<file path="src/rtl/seven_seg_scanner.sv">
// seven_seg_scanner: frame-latched 4-digit common-anode display multiplexer.
// Define SEG_GHOST_GAP_EN to blank all anodes for GAP_CYCLES after each digit switch.
module seven_seg_scanner #(
    parameter int GAP_CYCLES = 64
) (
    input  logic        Clock,
    input  logic        Reset,
    input  logic        ScanClock,
    input  logic [15:0] Value,
    input  logic [3:0]  DecimalPoints,
    input  logic [3:0]  DigitEnable,
    input  logic        BlankLeadingZeros,
    output logic [3:0]  Anode,
    output logic [6:0]  Cathode,
    output logic        DecimalPoint,
    output logic        FrameStart
);

    typedef enum logic {IDLE, SCAN} state_t;

    state_t      state;
    logic        sync1;
    logic        sync2;
    logic        sync3;
    logic        tick;
    logic        load;
    logic [1:0]  index;
    logic [15:0] sh_value;
    logic [3:0]  sh_dp;
    logic [3:0]  sh_en;
    logic        sh_blz;
    logic [3:0]  nibble;
    logic [3:0]  zero_up;
    logic        dark;
    logic        gap_busy;
    logic [3:0]  an_next;
    logic [6:0]  ca_next;
    logic        dp_next;

    function automatic logic [6:0] hex7(input logic [3:0] n);
        logic [6:0] s;
        unique case (n)
            4'h0: s = 7'h40;
            4'h1: s = 7'h79;
            4'h2: s = 7'h24;
            4'h3: s = 7'h30;
            4'h4: s = 7'h19;
            4'h5: s = 7'h12;
            4'h6: s = 7'h02;
            4'h7: s = 7'h78;
            4'h8: s = 7'h00;
            4'h9: s = 7'h10;
            4'hA: s = 7'h08;
            4'hB: s = 7'h03;
            4'hC: s = 7'h46;
            4'hD: s = 7'h21;
            4'hE: s = 7'h06;
            default: s = 7'h0E;
        endcase
        return s;
    endfunction

    always_ff @(posedge Clock or posedge Reset) begin
        if (Reset) begin
            sync1 <= 1'b0;
            sync2 <= 1'b0;
            sync3 <= 1'b0;
        end else begin
            sync1 <= ScanClock;
            sync2 <= sync1;
            sync3 <= sync2;
        end
    end

    assign tick = sync2 & ~sync3;
    // Shadow is refreshed only at frame boundaries so a frame never tears.
    assign load = tick & ((state == IDLE) | (index == 2'd3));

    always_ff @(posedge Clock or posedge Reset) begin
        if (Reset) begin
            state      <= IDLE;
            index      <= 2'd0;
            FrameStart <= 1'b0;
        end else begin
            FrameStart <= load;
            unique case (state)
                IDLE: begin
                    if (tick) begin
                        index <= 2'd0;
                        state <= SCAN;
                    end
                end
                SCAN: begin
                    if (tick) begin
                        index <= index + 2'd1;
                    end
                end
                default: state <= IDLE;
            endcase
        end
    end

    always_ff @(posedge Clock or posedge Reset) begin
        if (Reset) begin
            sh_value <= 16'h0000;
            sh_dp    <= 4'h0;
            sh_en    <= 4'h0;
            sh_blz   <= 1'b0;
        end else if (load) begin
            sh_value <= Value;
            sh_dp    <= DecimalPoints;
            sh_en    <= DigitEnable;
            sh_blz   <= BlankLeadingZeros;
        end
    end

    // zero_up[i]: nibbles i..3 are all zero; digit 0 is exempt.
    assign zero_up[3] = (sh_value[15:12] == 4'h0);
    assign zero_up[2] = zero_up[3] & (sh_value[11:8] == 4'h0);
    assign zero_up[1] = zero_up[2] & (sh_value[7:4] == 4'h0);
    assign zero_up[0] = 1'b0;

    assign nibble = sh_value[{index, 2'b00} +: 4];
    assign dark   = (state == IDLE) | ~sh_en[index] | (sh_blz & zero_up[index]);

    always_comb begin
        an_next = 4'hF;
        ca_next = 7'h7F;
        dp_next = 1'b1;
        if (!dark) begin
            an_next = ~(4'b0001 << index);
            ca_next = hex7(nibble);
            dp_next = ~sh_dp[index];
        end
    end

`ifdef SEG_GHOST_GAP_EN
    localparam logic [15:0] GAP_LOAD = 16'(GAP_CYCLES);

    logic [15:0] gap;

    always_ff @(posedge Clock or posedge Reset) begin
        if (Reset) begin
            gap <= 16'd0;
        end else if (tick) begin
            gap <= GAP_LOAD;
        end else if (gap != 16'd0) begin
            gap <= gap - 16'd1;
        end
    end

    assign gap_busy = (gap != 16'd0);
`else
    assign gap_busy = 1'b0;
`endif

    always_ff @(posedge Clock or posedge Reset) begin
        if (Reset) begin
            Anode        <= 4'hF;
            Cathode      <= 7'h7F;
            DecimalPoint <= 1'b1;
        end else begin
            Anode        <= gap_busy ? 4'hF : an_next;
            Cathode      <= ca_next;
            DecimalPoint <= dp_next;
        end
    end

endmodule
</file>
<file path="config.mk">
export PLATFORM = sky130hd
export DESIGN_NAME = seven_seg_scanner
export DESIGN_NICKNAME = d
export VERILOG_FILES = /design/src/rtl/seven_seg_scanner.sv
export SDC_FILE = /design/constraint.sdc
export NUM_CORES = 1
export LEC_CHECK = 0
export CAP_MARGIN = 0
export CORE_MARGIN = 1
export CORE_UTILIZATION = 35
export DETAILED_ROUTE_END_ITERATION = 6
export SLEW_MARGIN = 10
export SYNTH_ARGS = -nofsm -noshare
export SYNTH_HDL_FRONTEND = slang
export SYNTH_SLANG_ARGS = --single-unit
</file>
<file path="constraint.sdc">
create_clock -name Clock -period 2.85 [get_ports Clock]
set_input_delay 0.57 -clock Clock [delete_from_list [all_inputs] [get_ports Clock]]
set_output_delay 0.57 -clock Clock [all_outputs]
set_load 0.02 [all_outputs]
</file>
* Word-level counts from Yosys, hierarchy flattened
Memory sizes are Yosys's and may differ from the RTL's.
Cells that the tools add are included.
** Word-level totals
- Logic and storage cells :: 52
- ROM bits :: 112
- Memories :: 1
- Latch bits :: 0
- Flip-flop bits (word level) :: 44
- Bits of input ports :: 28
- Memory bits (writable) :: 0
** Memories
- (no name shown) :: depth 16, bits a word 7, rd ports 1, clocked after Yosys merged registers in 0, wr ports 0, line 42 : unique case (n)
** Operators by class
- Bitwise logic cells :: 13
- Multipliers :: 0
- Shifts and indexed selects :: 2
- Multiplexer cells :: 14
- Divide/modulo/power cells :: 0
- Equal/unequal tests :: 3
- $add $sub $neg :: 1
- Reduce and logical (&&, ||, !) cells :: 4
- Magnitude comparators :: 1
** Operator list (number)
- variable part select 16 x 5 -> 4 bit :: 1
- zero test 4 bit :: 3
- two-way mux 7 bit :: 1
- binary-select mux 1 bit (select 2 bit) :: 3
- two-way mux 1 bit :: 6
- AND 1 bit :: 5
- two-way mux 2 bit :: 2
- two-way mux 4 bit :: 1
- NOT 1 bit :: 4
- NOT 4 bit :: 1
- one-hot mux 2 bit (2 select lines) :: 1
- left shift 1 x 2 -> 4 bit, first input constant :: 1
- less-than comparator 2 x 3 -> 1 bit, second input constant :: 1
- bitwise OR 1 bit :: 3
- adder 2 x 1 -> 2 bit, second input constant :: 1
- == test 2 bit, second input constant :: 1
- inequality test 2 x 1 -> 1 bit, second input constant :: 1
- inequality test 2 bit, second input constant :: 1
- AND reduction 2 bit :: 1

* Logic depth before layout (Yosys ltp)
Gate-level depths: netlist of run 1.
- Depth in word-level cells :: 8
- Gate-level depth with buffers :: 7
- Mapped depth without buffers :: 6

* Worst setup path before layout of run 1
No wires, ideal clock.
- Kind :: reg2reg
- Start point :: register index[0]
- End point :: register Cathode[1]
- Setup time :: 0.088 ns
- Period minus slack after synthesis :: 1.985 ns
- Buffers on the path :: 1
- Arrival time :: 1.897 ns
- Data required time :: 2.762 ns
- Setup slack :: 0.865 ns
- Cell stages (with the launch flop) :: 7
- Cell sequence :: dfrtp_1 > buf_6 > mux4_2 > inv_1 > ha_1 > o211ai_1 > o211ai_2
** On the way
- Cells in the longest elaborated chain, start to end :: 6
** Ends and longest elaborated chain
- start: declaration :: line 27 : logic [1:0] index;
- start signal: assignment :: line 95 : index <= index + 2'd1;
- branches (longest 5 deep; another with memory (16 x 7 bit))
- two-way mux 7 bit * :: line 130 : if (!dark) begin
- net ca_next[1] :: line 37 : logic [6:0] ca_next;
- end signal: assignment :: line 164 : Cathode <= ca_next;
- end: declaration :: line 14 : output logic [6:0] Cathode,
Mark *: on every way through the listed nets, which the timed path passes. The select of a mux whose other input is x is not followed.
A chain may end at the register's enable or synchronous reset.

* Worst setup path after layout of run 1
- Start point :: register DecimalPoint
- End point :: output port DecimalPoint
** RTL lines
- start: declaration :: line 15 : output logic DecimalPoint,
- start signal: assignment :: line 165 : DecimalPoint <= dp_next;
No word-level cell between the ends.

==> flow_summary.json, run 1 <==
{
  "outcome": "finished, final reports clean",
  "wire_per_inst_microns": 14.6,
  "drt_pass1_iterations": 4,
  "ir_worst_vdd_uv": 385,
  "drtAntennaViolNets": 0,
  "ys_seq_area_share_pct": 52.9,
  "path_class": "reg -> out",
  "crit_path_max_incr_delay_ps": 600,
  "portBuffers": 40,
  "clock.fmax_ghz": 0.502,
  "synthesis.area_sq_um": 2110,
  "insertion_delay_ps": 290,
  "postSynthNetCount": 190,
  "crit_required_ps": 2280,
  "grt_max_degree": 45,
  "cp_top_family": "buffers and inverters",
  "fin_tns_setup_ps": 0,
  "synth_cell_types": 33,
  "drc": 0,
  "clock_skew_ps": 2.66,
  "synth-xor-area-share_pct": 1.66,
  "synth.top_cell.area_share_pct": 38.0,
  "max_cap_violations": 0,
  "area_growth_pct": 26.8,
  "cp_slowest_cell": "clkdlybuf4s50_1",
  "path_cells": "clkdlybuf4s50_1",
  "grt_pass1_vias": 1414,
  "fin_crit_ps": 1990,
  "num-nets-final": 234,
  "via_per_inst": 4.96,
  "antenna_cells": 0,
  "row_count": 27,
  "die_h_microns": 79.6,
  "finalMaxSlewViolations": 0,
  "cts-hold-fix-buffers": 0,
  "setup_viol": 0,
  "yosys_warnings": 0,
  "arrival_ps": 1420,
  "grt_use_total_pct": 14.3,
  "final.hold.worst_slack_ps": 352,
  "path_buf_inv": 1,
  "worstPathMaxFanout": 1,
  "avgSynthCellArea_sq_um": 13.9,
  "rsz0062_at_grt": "no",
  "yosys.area_share.simple_pct": 6.77,
  "cts_tree": "done",
  "clkSinkCount": 44,
  "synth_top_family_by_area": "multiplexers",
  "drive_gt1_share_pct": 25.9,
  "coreArea_sq_um": 5640,
  "die_x_microns": 79.6,
  "fp.dieArea_sq_um": 6340,
  "drt-total-wl_microns": 3920,
  "p_per_area_nw_per_um2": 1090,
  "dp_slack_ps": 852,
  "synth_top_area_cell": "dfrtp_1",
  "antenna_found_initial": 0,
  "vias": 1334,
  "muxShareOfSynthArea_pct": 22.8,
  "dr.first_iter.drc_count": 79,
  "yosys_register_bits": 44,
  "worst_pin_slew_ps": 547,
  "numCtsBuffers": 5,
  "startpoint_type": "flop",
  "cts.clk_slew.worst_paths_ps": 80,
  "ys_top_cells_by_area": "dfrtp_1 (38%), dfstp_2 (15%), mux4_2 (7.5%), mux2_1 (6.9%), mux2_2 (6.9%)",
  "synth_compound_area_share_pct": 5.88,
  "synth_fa_ha_area_share_pct": 5.93,
  "hold_violations": 0,
  "grt_pass1_wl_microns": 6960,
  "hp-class": "reg -> reg",
  "max_slew_margin_pct": 63.5,
  "cts_setup_buffers": 0,
  "root_buffer": "clkbuf_8",
  "clock_path_buffers": 2,
  "post-route-period-util_pct": 69.8,
  "dp_hpwl_microns": 2920,
  "gp_congestion": 0.840,
  "start_util_pct": 37.4,
  "netlist_instances": 152,
  "leakage_nw": 1.11,
  "p_total_w": 0.00291,
  "boundaryPins": 41,
  "grt_overflow": 0,
  "cts_resized": 0,
  "worst_setup_path_end_kind": "output port",
  "h-tree-depth": 2,
  "fin_ws_ps": 860
}
## layout make-up
cell class	count	area [sq um]
fillers	493	2970
flip-flops and latches	44	1120
multi-input cells	95	907
repair buffers	43	423
well taps	72	90.1
clock buffers	6	72.6
clock inverters	2	35.0
inverters	7	28.8
## registers in the layout, indices dropped and copies added, names as in the netlist, 2 cells and up
signal / count
Anode: 4
Cathode: 7
index: 2
sh_dp: 4
sh_en: 4
sh_value: 16
## where the power goes
part | internal (W) | switching, W
clock network | 0.000260 | 0.000207
registers | 0.000931 | 0.000207
logic | 0.000658 | 0.000651
## worst paths after layout
check | start | to | slack [ps] | cells after the start
worst min register to register | sync1 | sync2 | 350 | 0
worst max-delay path | DecimalPoint | DecimalPoint | 860 | 1
worst max register to register | index[0] | Cathode[1] | 860 | 5
min in group asynchronous | Reset | sync2 | 720 | 3
worst min-delay path | sync1 | sync2 | 350 | 0
max in group asynchronous | Reset | Cathode[1] | 1750 | 3
## cells by family (layout without fill, tap and decap cells)
kind of cell	count (synthesis)	after routing
flip-flops	44	44
multiplexers	36	36
AND/OR/NAND/NOR	29	29
AO/OA/AOI/OAI	16	16
buffers and inverters	13	58
adder cells (fa/ha/maj)	10	10
XOR/XNOR	4	4
## per-layer routing
| metal | vias up | GRT usage [%] | wire length [microns] |
|---|---|---|---|
| li1 | 630 | - | - |
| met1 | 659 | 18.3 | 1770 |
| met2 | 41 | 23.8 | 1920 |
| met3 | 4 | 3.77 | 201 |
| met4 | 0 | 3.82 | 37 |
| met5 | - | 0 | 0 |
## cells in the mapped netlist
cell type	n
o31ai_1	1
mux2_1	13
o311ai_1	1
dfstp_2	12
o221ai_1	1
and2_1	1
nor4_1	3
mux2_2	13
a21oi_1	2
nor3_1	2
inv_4	1
inv_2	2
o21ai_0	4
nand2_1	12
o311a_2	1
nor2b_4	1
o211ai_2	1
dfrtp_1	32
buf_4	3
a211oi_1	1
a211oi_2	1
inv_1	4
mux4_2	7
mux2i_1	3
o21ai_2	1
o211ai_1	1
nand3_1	5
xor2_1	4
nor2_1	3
a21oi_2	1
buf_6	3
ha_1	10
nand2b_1	2
## through the flow
stage                     cell area (sq um)  util (%)  instances
after floorplan                        2110         -        152
after global placement                 2560      45.5        261
after detailed placement               2560      45.5        261
after CTS                              2670      47.4        269
after global routing                   2670      47.4        269
final                                  2670      47.4        269
## layout by cell type, fill, tap and decap left out, types with 2 or more instances in the layout
master | synthesis | layout
dfrtp_1 | 32 | 32
mux2i_1 | 3 | 3
nor3_1 | 2 | 2
dfstp_2 | 12 | 12
inv_2 | 2 | 2
mux2_2 | 13 | 13
xor2_1 | 4 | 4
a21oi_1 | 2 | 2
o21ai_0 | 4 | 4
mux4_2 | 7 | 7
nand2b_1 | 2 | 2
mux2_1 | 13 | 13
nand3_1 | 5 | 5
inv_1 | 4 | 4
ha_1 | 10 | 10
nand2_1 | 12 | 12
clkbuf_8 | 0 | 5
nor4_1 | 3 | 3
nor2_1 | 3 | 3
clkdlybuf4s50_1 | 0 | 40
buf_4 | 3 | 3
No activity file was read; power rests on OpenSTA's default activity.
==> run 2: changes to the inputs <==
==> constraint.sdc (replaced) <==
create_clock -name Clock -period 2.1 [get_ports Clock]
set_input_delay 0.42 -clock Clock [delete_from_list [all_inputs] [get_ports Clock]]
set_output_delay 0.42 -clock Clock [all_outputs]
set_load 0.02 [all_outputs]
==> run 2 against run 1 <==
Net effect: highest routed layer unchanged; hold slack about the same; count of clock-buffer cells in the layout stayed put; first-iteration DRC count down 30%; sequential power up 35%; cell area increased by 0.75%; die area stayed put; clock power increased by 36%; routed wire length shrank 0.43%; total power grew 36%; flip-flop and latch count is the same.
==> flow_summary.json, run 2 (synthesis results as in run 1) <==
{
  "cts_setup_buffers": 0,
  "grt_use_total_pct": 14.6,
  "leakage_nw": 1.12,
  "grt_pass1_vias": 1417,
  "final_cell_mix": "clkdlybuf4s50_1 (40), dfrtp_1 (32), mux2_2 (13), mux2_1 (13)",
  "grt_overflow": 0,
  "cts.clk_slew.worst_paths_ps": 80,
  "hold_violations": 0,
  "setup_viol": 0,
  "gp_congestion": 0.872,
  "start_util_pct": 37.4,
  "dr.first_iter.drc_count": 55,
  "clock_skew_ps": 5.16,
  "drt-total-wl_microns": 3900,
  "grt_max_degree": 45,
  "ff_latch_area_sq_um": 1120,
  "fp.dieArea_sq_um": 6340,
  "finalMaxSlewViolations": 0,
  "reg2reg_from": "index[0]",
  "arrival_ps": 2140,
  "drive_gt1_share_pct": 26.3,
  "area_growth_pct": 27.7,
  "via_per_inst": 4.93,
  "timing.critical_path.from": "index[0]",
  "fill_cells": 487,
  "drtAntennaViolNets": 0,
  "final_common_cell": "clkdlybuf4s50_1",
  "largest_register_ffs": 16,
  "clock.fmax_ghz": 0.522,
  "largest_register": "sh_value",
  "max_cap_violations": 0,
  "crit_required_ps": 2320,
  "worst_setup_path_end_kind": "flop",
  "top_regs": "sh_value: 16 flops, Cathode: 7 flops",
  "startpoint_type": "flop",
  "dp_hpwl_microns": 2940,
  "drt_pass1_iterations": 4,
  "grt_pass1_wl_microns": 6980,
  "worst_pin_slew_ps": 538,
  "antenna_found_initial": 0,
  "worstPathMaxFanout": 5,
  "cts_resized": 0,
  "worstRegToRegCells": 5,
  "hp-class": "reg -> reg",
  "fin_tns_setup_ps": 0,
  "h-tree-depth": 2,
  "post-route-period-util_pct": 91.2,
  "clock_path_buffers": 2,
  "fin_crit_ps": 1920,
  "portBuffers": 40,
  "drc": 0,
  "final.hold.worst_slack_ps": 352,
  "holdPathStages": 0,
  "row_count": 27,
  "multi_input_area_sq_um": 907,
  "boundaryPins": 41,
  "cts_tree": "done",
  "wire_per_inst_microns": 14.5,
  "p_per_area_nw_per_um2": 1470,
  "die_h_microns": 79.6,
  "path_class": "reg -> reg",
  "hp-start": "sync1",
  "insertion_delay_ps": 300,
  "cts-hold-fix-buffers": 0,
  "rsz0062_at_grt": "no",
  "numCtsBuffers": 5,
  "vias": 1330,
  "die_x_microns": 79.6,
  "coreArea_sq_um": 5640,
  "num-nets-final": 235,
  "root_buffer": "clkbuf_8",
  "clkSinkCount": 44,
  "ir_worst_vdd_uv": 581,
  "antenna_cells": 0,
  "max_slew_margin_pct": 64.1,
  "outcome": "finished, final reports clean"
}
-- run 2: where the power goes --
part / switching [W] / leakage [nW] / internal [W]
logic: 0.000895 / 0.551 / 0.000908
clock network: 0.000280 / 0.0552 / 0.000353
registers: 0.000272 / 0.511 / 0.00126
-- run 2: layer usage --
layer	part of all wire, %	routed length, microns	global-route usage, %	up-vias
li1	-	-	-	629
met1	44	1710	17.8	663
met2	50	1960	24.7	31
met3	4.6	178	3.66	7
met4	1.6	61	5.64	0
met5	0	0	0	-
-- run 2: final cells by class --
class	count	area share, %
Tap cell	72	3.35
Multi-Input combinational cell	95	33.7
Sequential cell	44	41.4
Clock inverter	2	1.30
Clock buffer	6	2.70
Timing Repair Buffer	44	16.4
Inverter	7	1.07
-- run 2: worst paths after layout --
kind | end | slack (ps)
hold / removal | sync2 | 350
max in group asynchronous | sh_value[11] | 1170
min in group asynchronous | sync2 | 560
hold reg to reg | sync2 | 350
setup / recovery | Cathode[1] | 180
setup reg to reg | Cathode[1] | 180
-- run 2: critical path, stage by stage, from the launching register on --
cell and delay (ps):
dfrtp_1 450, mux4_2 600, inv_1 170, ha_1 290, o211ai_1 210, o211ai_2 110
-- run 2: stage by stage --
stage | utilization, % | setup WS [ps] | instances | instance area, sq um | power (W)
floorplan | - | 115 | 152 | 2110 | 0.00289
global placement | 45.8 | 250 | 262 | 2580 | 0.00329
detailed placement | 45.8 | 176 | 262 | 2580 | 0.00338
CTS | 47.7 | 166 | 270 | 2690 | 0.00402
global route | 47.7 | 24.1 | 270 | 2690 | 0.00429
finish | 47.7 | 185 | 270 | 2690 | 0.00397
==> run 3: changes to the inputs <==
--- a/config.mk
+++ b/config.mk
@@ -8,7 +8,9 @@
 export CAP_MARGIN = 0
 export CORE_MARGIN = 1
 export CORE_UTILIZATION = 35
+export CTS_CLUSTER_DIAMETER = 30
 export DETAILED_ROUTE_END_ITERATION = 6
+export SKIP_LAST_GASP = 1
 export SLEW_MARGIN = 10
 export SYNTH_ARGS = -nofsm -noshare
 export SYNTH_HDL_FRONTEND = slang
==> results of run 3 <==
No change in the layout: final DEF, timing and power equal those of run 2.
==> edit 1 (config.mk and constraints of run 1) <==
The option `SEG_GHOST_GAP_EN` is turned on by a define.
--- a/src/rtl/seven_seg_scanner.sv
+++ b/src/rtl/seven_seg_scanner.sv
@@ -1,5 +1,7 @@
 // seven_seg_scanner: frame-latched 4-digit common-anode display multiplexer.
 // Define SEG_GHOST_GAP_EN to blank all anodes for GAP_CYCLES after each digit switch.
+`define SEG_GHOST_GAP_EN
+
 module seven_seg_scanner #(
     parameter int GAP_CYCLES = 64
 ) (
Check against the original RTL: not equivalent (Yosys sat finds a counterexample within 10 cycles, from zero or initial values and one cycle with Reset high).
==> edit 1 against run 1 <==
Sequential cell count rose by 16. Wire length grew 41%. Total power is 34% higher. Via count increased by 57%. Area after synthesis is 40% higher. Count of clock-buffer cells in the layout rose by 5. Maximum frequency is 12% lower. Worst setup slack worse by 0.28 ns. Cell area is 38% higher. Largest power group unchanged.
==> edit 1: results (changes against run 1) <==
* Outcome: completed (unchanged)
* Met3 wire len at 246 um (was 201 um)
* FF+latch count at 60 (was 44)
* Reg2Reg Setup Slack at 0.58 ns (was 0.86 ns)
* Fillers at 761 (was 493)
* Biggest registers after layout: gap x16, sh_value x16, Cathode x7 (was sh_value x16, Cathode x7)
* Post-synthesis mux area share at 15.9% (was 22.8%)
* Synth top cells by count: dfrtp_1 (48), mux2_2 (26), a21oi_1 (14) (was dfrtp_1 (32), mux2_1 (13), mux2_2 (13))
* Worst clock skew at 0.00595 ns (was 0.00266 ns)
* Clk tree area frac at 5.47% (was 4.03%)
* DRT iter0 DRCs at 110 (was 79)
* CP max stage cell: or4_1 (was clkdlybuf4s50_1)
* Net Count, Synth at 290 (was 190)
* Signal buffers at 44 (was 43)
* Headroom to the max-slew limit at 61.8% (was 63.5%)
* CTS buffer count at 9 (was 5)
* Final wirelength at 5.52 mm (was 3.92 mm)
* Post-DP Area at 0.00348 mm2 (was 0.00256 mm2)
* Grt met3 use at 3.16% (was 3.77%)
* Sequential area share after synthesis at 51.2% (was 52.9%)
* Worst path arrival time at 2.52 ns (was 1.42 ns)
* Met2 wire len at 2.46 mm (was 1.92 mm)
* CTS HTree Levels at 3 (was 2)
* CP Capture Type: register (was output pin)
* Multi-input gate area at 0.00136 mm2 (was 907 um2)
* Ranking of synthesized cells by area: dfrtp_1 (41%), dfstp_2 (11%), mux2_2 (9.9%) (was dfrtp_1 (38%), dfstp_2 (15%), mux4_2 (7.5%))
* Vias in the first global route at 1,981 (was 1,414)
* Clk_buf instances at 11 (was 6)
* Largest net degree at the start of global routing at 61 (was 45)
* Signal inverters at 9 (was 7)
* Post-Synth Adder-Cell Area at 5.07% (was 5.93%)
* HPWL after DPL at 3.86 mm (was 2.92 mm)
* CP max stage delay at 0.50 ns (was 0.60 ns)
* Met1 global-route usage at 20.4% (was 18.3%)
* Worst vdd ir at 0.000460 V (was 0.000385 V)
* Worst reg2reg startpoint: gap[0]$_DFFE_PP0P_ (was index[0]$_DFFE_PP0P_)
* Non-clk buf share at 12.0% (was 15.8%)
* Synth cell types at 42 (was 33)
-- edit 1: how the worst min path moves through the flow --
stage / end / cells past startpoint / slack (ns)
3_3_place_gp: sync2$_DFF_PP0_ / 0 / 0.34
2_1_floorplan: sync2$_DFF_PP0_ / 0 / 0.33
3_5_place_dp: sync2$_DFF_PP0_ / 0 / 0.34
5_1_grt: sync2$_DFF_PP0_ / 0 / 0.36
6_report: sync2$_DFF_PP0_ / 0 / 0.35
4_1_cts: sync2$_DFF_PP0_ / 0 / 0.35
-- edit 1: power groups by stage --
stage / logic (W) / clock network, W / registers, W
finish: 0.00162 / 0.000770 / 0.00153
detailed placement: 0.00162 / 0 / 0.00155
global route: 0.00182 / 0.000824 / 0.00159
global placement: 0.00158 / 0 / 0.00154
CTS: 0.00163 / 0.000793 / 0.00153
floorplan: 0.00125 / 0 / 0.00149
-- edit 1: worst max-delay path: cells and delay by family, from the launching register on --
kind / cells / cell delay, ns
buffers and inverters: 1 / 0.10
AND/OR/NAND/NOR: 3 / 1.33
adder cells (fa/ha/maj): 1 / 0.18
flip-flops: 1 / 0.40
AO/OA/AOI/OAI: 1 / 0.17
-- edit 1: through the flow --
stage,setup slack (ns),util (%),instances,power [W]
after floorplan,0.737,-,250,0.00274
after global placement,0.679,42.4,387,0.00312
final,0.584,44.8,403,0.00392
after detailed placement,0.619,42.4,387,0.00317
after CTS,0.585,44.8,403,0.00396
after global routing,0.441,44.8,403,0.00423
-- edit 1: cells by family after synthesis --
kind of cell / after synthesis
multiplexers: 35
buffers and inverters: 21
AO/OA/AOI/OAI: 43
XOR/XNOR: 4
AND/OR/NAND/NOR: 75
flip-flops: 60
adder cells (fa/ha/maj): 12
==> edit 2 (flow settings as in run 1) <==
Made on the original files. The output `Anode` loses its register stage (`Anode` becomes a continuous assignment).
--- a/src/rtl/seven_seg_scanner.sv
+++ b/src/rtl/seven_seg_scanner.sv
@@ -156,14 +156,14 @@
 
     always_ff @(posedge Clock or posedge Reset) begin
         if (Reset) begin
-            Anode        <= 4'hF;
             Cathode      <= 7'h7F;
             DecimalPoint <= 1'b1;
         end else begin
-            Anode        <= gap_busy ? 4'hF : an_next;
             Cathode      <= ca_next;
             DecimalPoint <= dp_next;
         end
     end
 
+    assign Anode = gap_busy ? 4'hF : an_next;
+
 endmodule
Check against the original RTL: not equivalent (Yosys sat finds a counterexample within 4 cycles, from zero or initial values and one cycle with Reset high).
==> edit 2 against run 1 <==
Wire length shrank 4.7%. Via count fell by 1.4%. Cell count fell by 0.74%. Sequential cell count is 4 lower. Maximum frequency down 23%. Area after synthesis is 6.1% lower. Cell area down 4.0%. Register-to-register slack worse by 0.02 ns. Die area fell by 5.9%. Hold slack better by 0.016 ns. Worst setup slack got worse by 0.59 ns. Clock skew rose by 0.0048 ns. Total power shrank 4.1%. Highest routed layer unchanged.
==> edit 2: results (changes against run 1) <==
* XOR/XNOR share of the synthesized area at 1.77% (was 1.66%)
* Vias/cell at 4.93 (was 4.96)
* First-pass GRT wire length at 6.39 mm (was 6.96 mm)
* Worst path arrival time at 2.01 ns (was 1.42 ns)
* Signal buffers at 44 (was 43)
* CP max stage delay at 0.52 ns (was 0.60 ns)
* Synth top cells by count: dfrtp_1 (32), mux2_2 (26), nand2_1 (12) (was dfrtp_1 (32), mux2_1 (13), mux2_2 (13))
* Sequential share of cell area at 39.4% (was 41.8%)
* Fillers at 514 (was 493)
* Non-clk buf share at 16.6% (was 15.8%)
* CP max stage cell: o311a_2 (was clkdlybuf4s50_1)
* Seq pwr share at 36.8% (was 39.1%)
* Worst vdd ir at 0.000423 V (was 0.000385 V)
* Non-filler cells, final at 267 (was 269)
* Place WS at 0.279 ns (was 0.852 ns)
* Final core utilization at 46.9% (was 47.4%)
* Max FO, Critical Path at 12 (was 1)
* Ranking of synthesized cells by area: dfrtp_1 (40%), mux2_2 (15%), dfstp_2 (11%) (was dfrtp_1 (38%), dfstp_2 (15%), mux4_2 (7.5%))
* Layout cells sized above 1 at 29.7% (was 25.9%)
* Outcome: completed (unchanged)
* Sequential area share after synthesis at 51.0% (was 52.9%)
* Worst clock skew at 0.00745 ns (was 0.00266 ns)
* Headroom to the max-slew limit at 67.2% (was 63.5%)
* Area grow syn2layout at 29.5% (was 26.8%)
* Net Count, Synth at 187 (was 190)
==> edit 2: final timing paths <==
path | startpoint | endpoint | cells past startpoint
setup / recovery | index[0]$_DFFE_PP0P_ | Anode[0] | 5
hold / removal | sync1$_DFF_PP0_ | sync2$_DFF_PP0_ | 0
setup reg to reg | index[1]$_DFFE_PP0P_ | Cathode[3]$_DFF_PP1_ | 5
hold reg to reg | sync1$_DFF_PP0_ | sync2$_DFF_PP0_ | 0
max in group asynchronous | Reset | Cathode[1]$_DFF_PP1_ | 3
min in group asynchronous | Reset | sync3$_DFF_PP0_ | 3
==> edit 2: layer usage <==
layer | wire (um) | track usage (%) | vias up | part of all wire [%]
li1 | - | - | 625 | -
met1 | 1630 | 17.0 | 653 | 44
met2 | 1900 | 22.9 | 32 | 51
met3 | 158 | 4.17 | 5 | 4.2
met4 | 47 | 4.91 | 0 | 1.3
met5 | 0 | 0 | - | 0
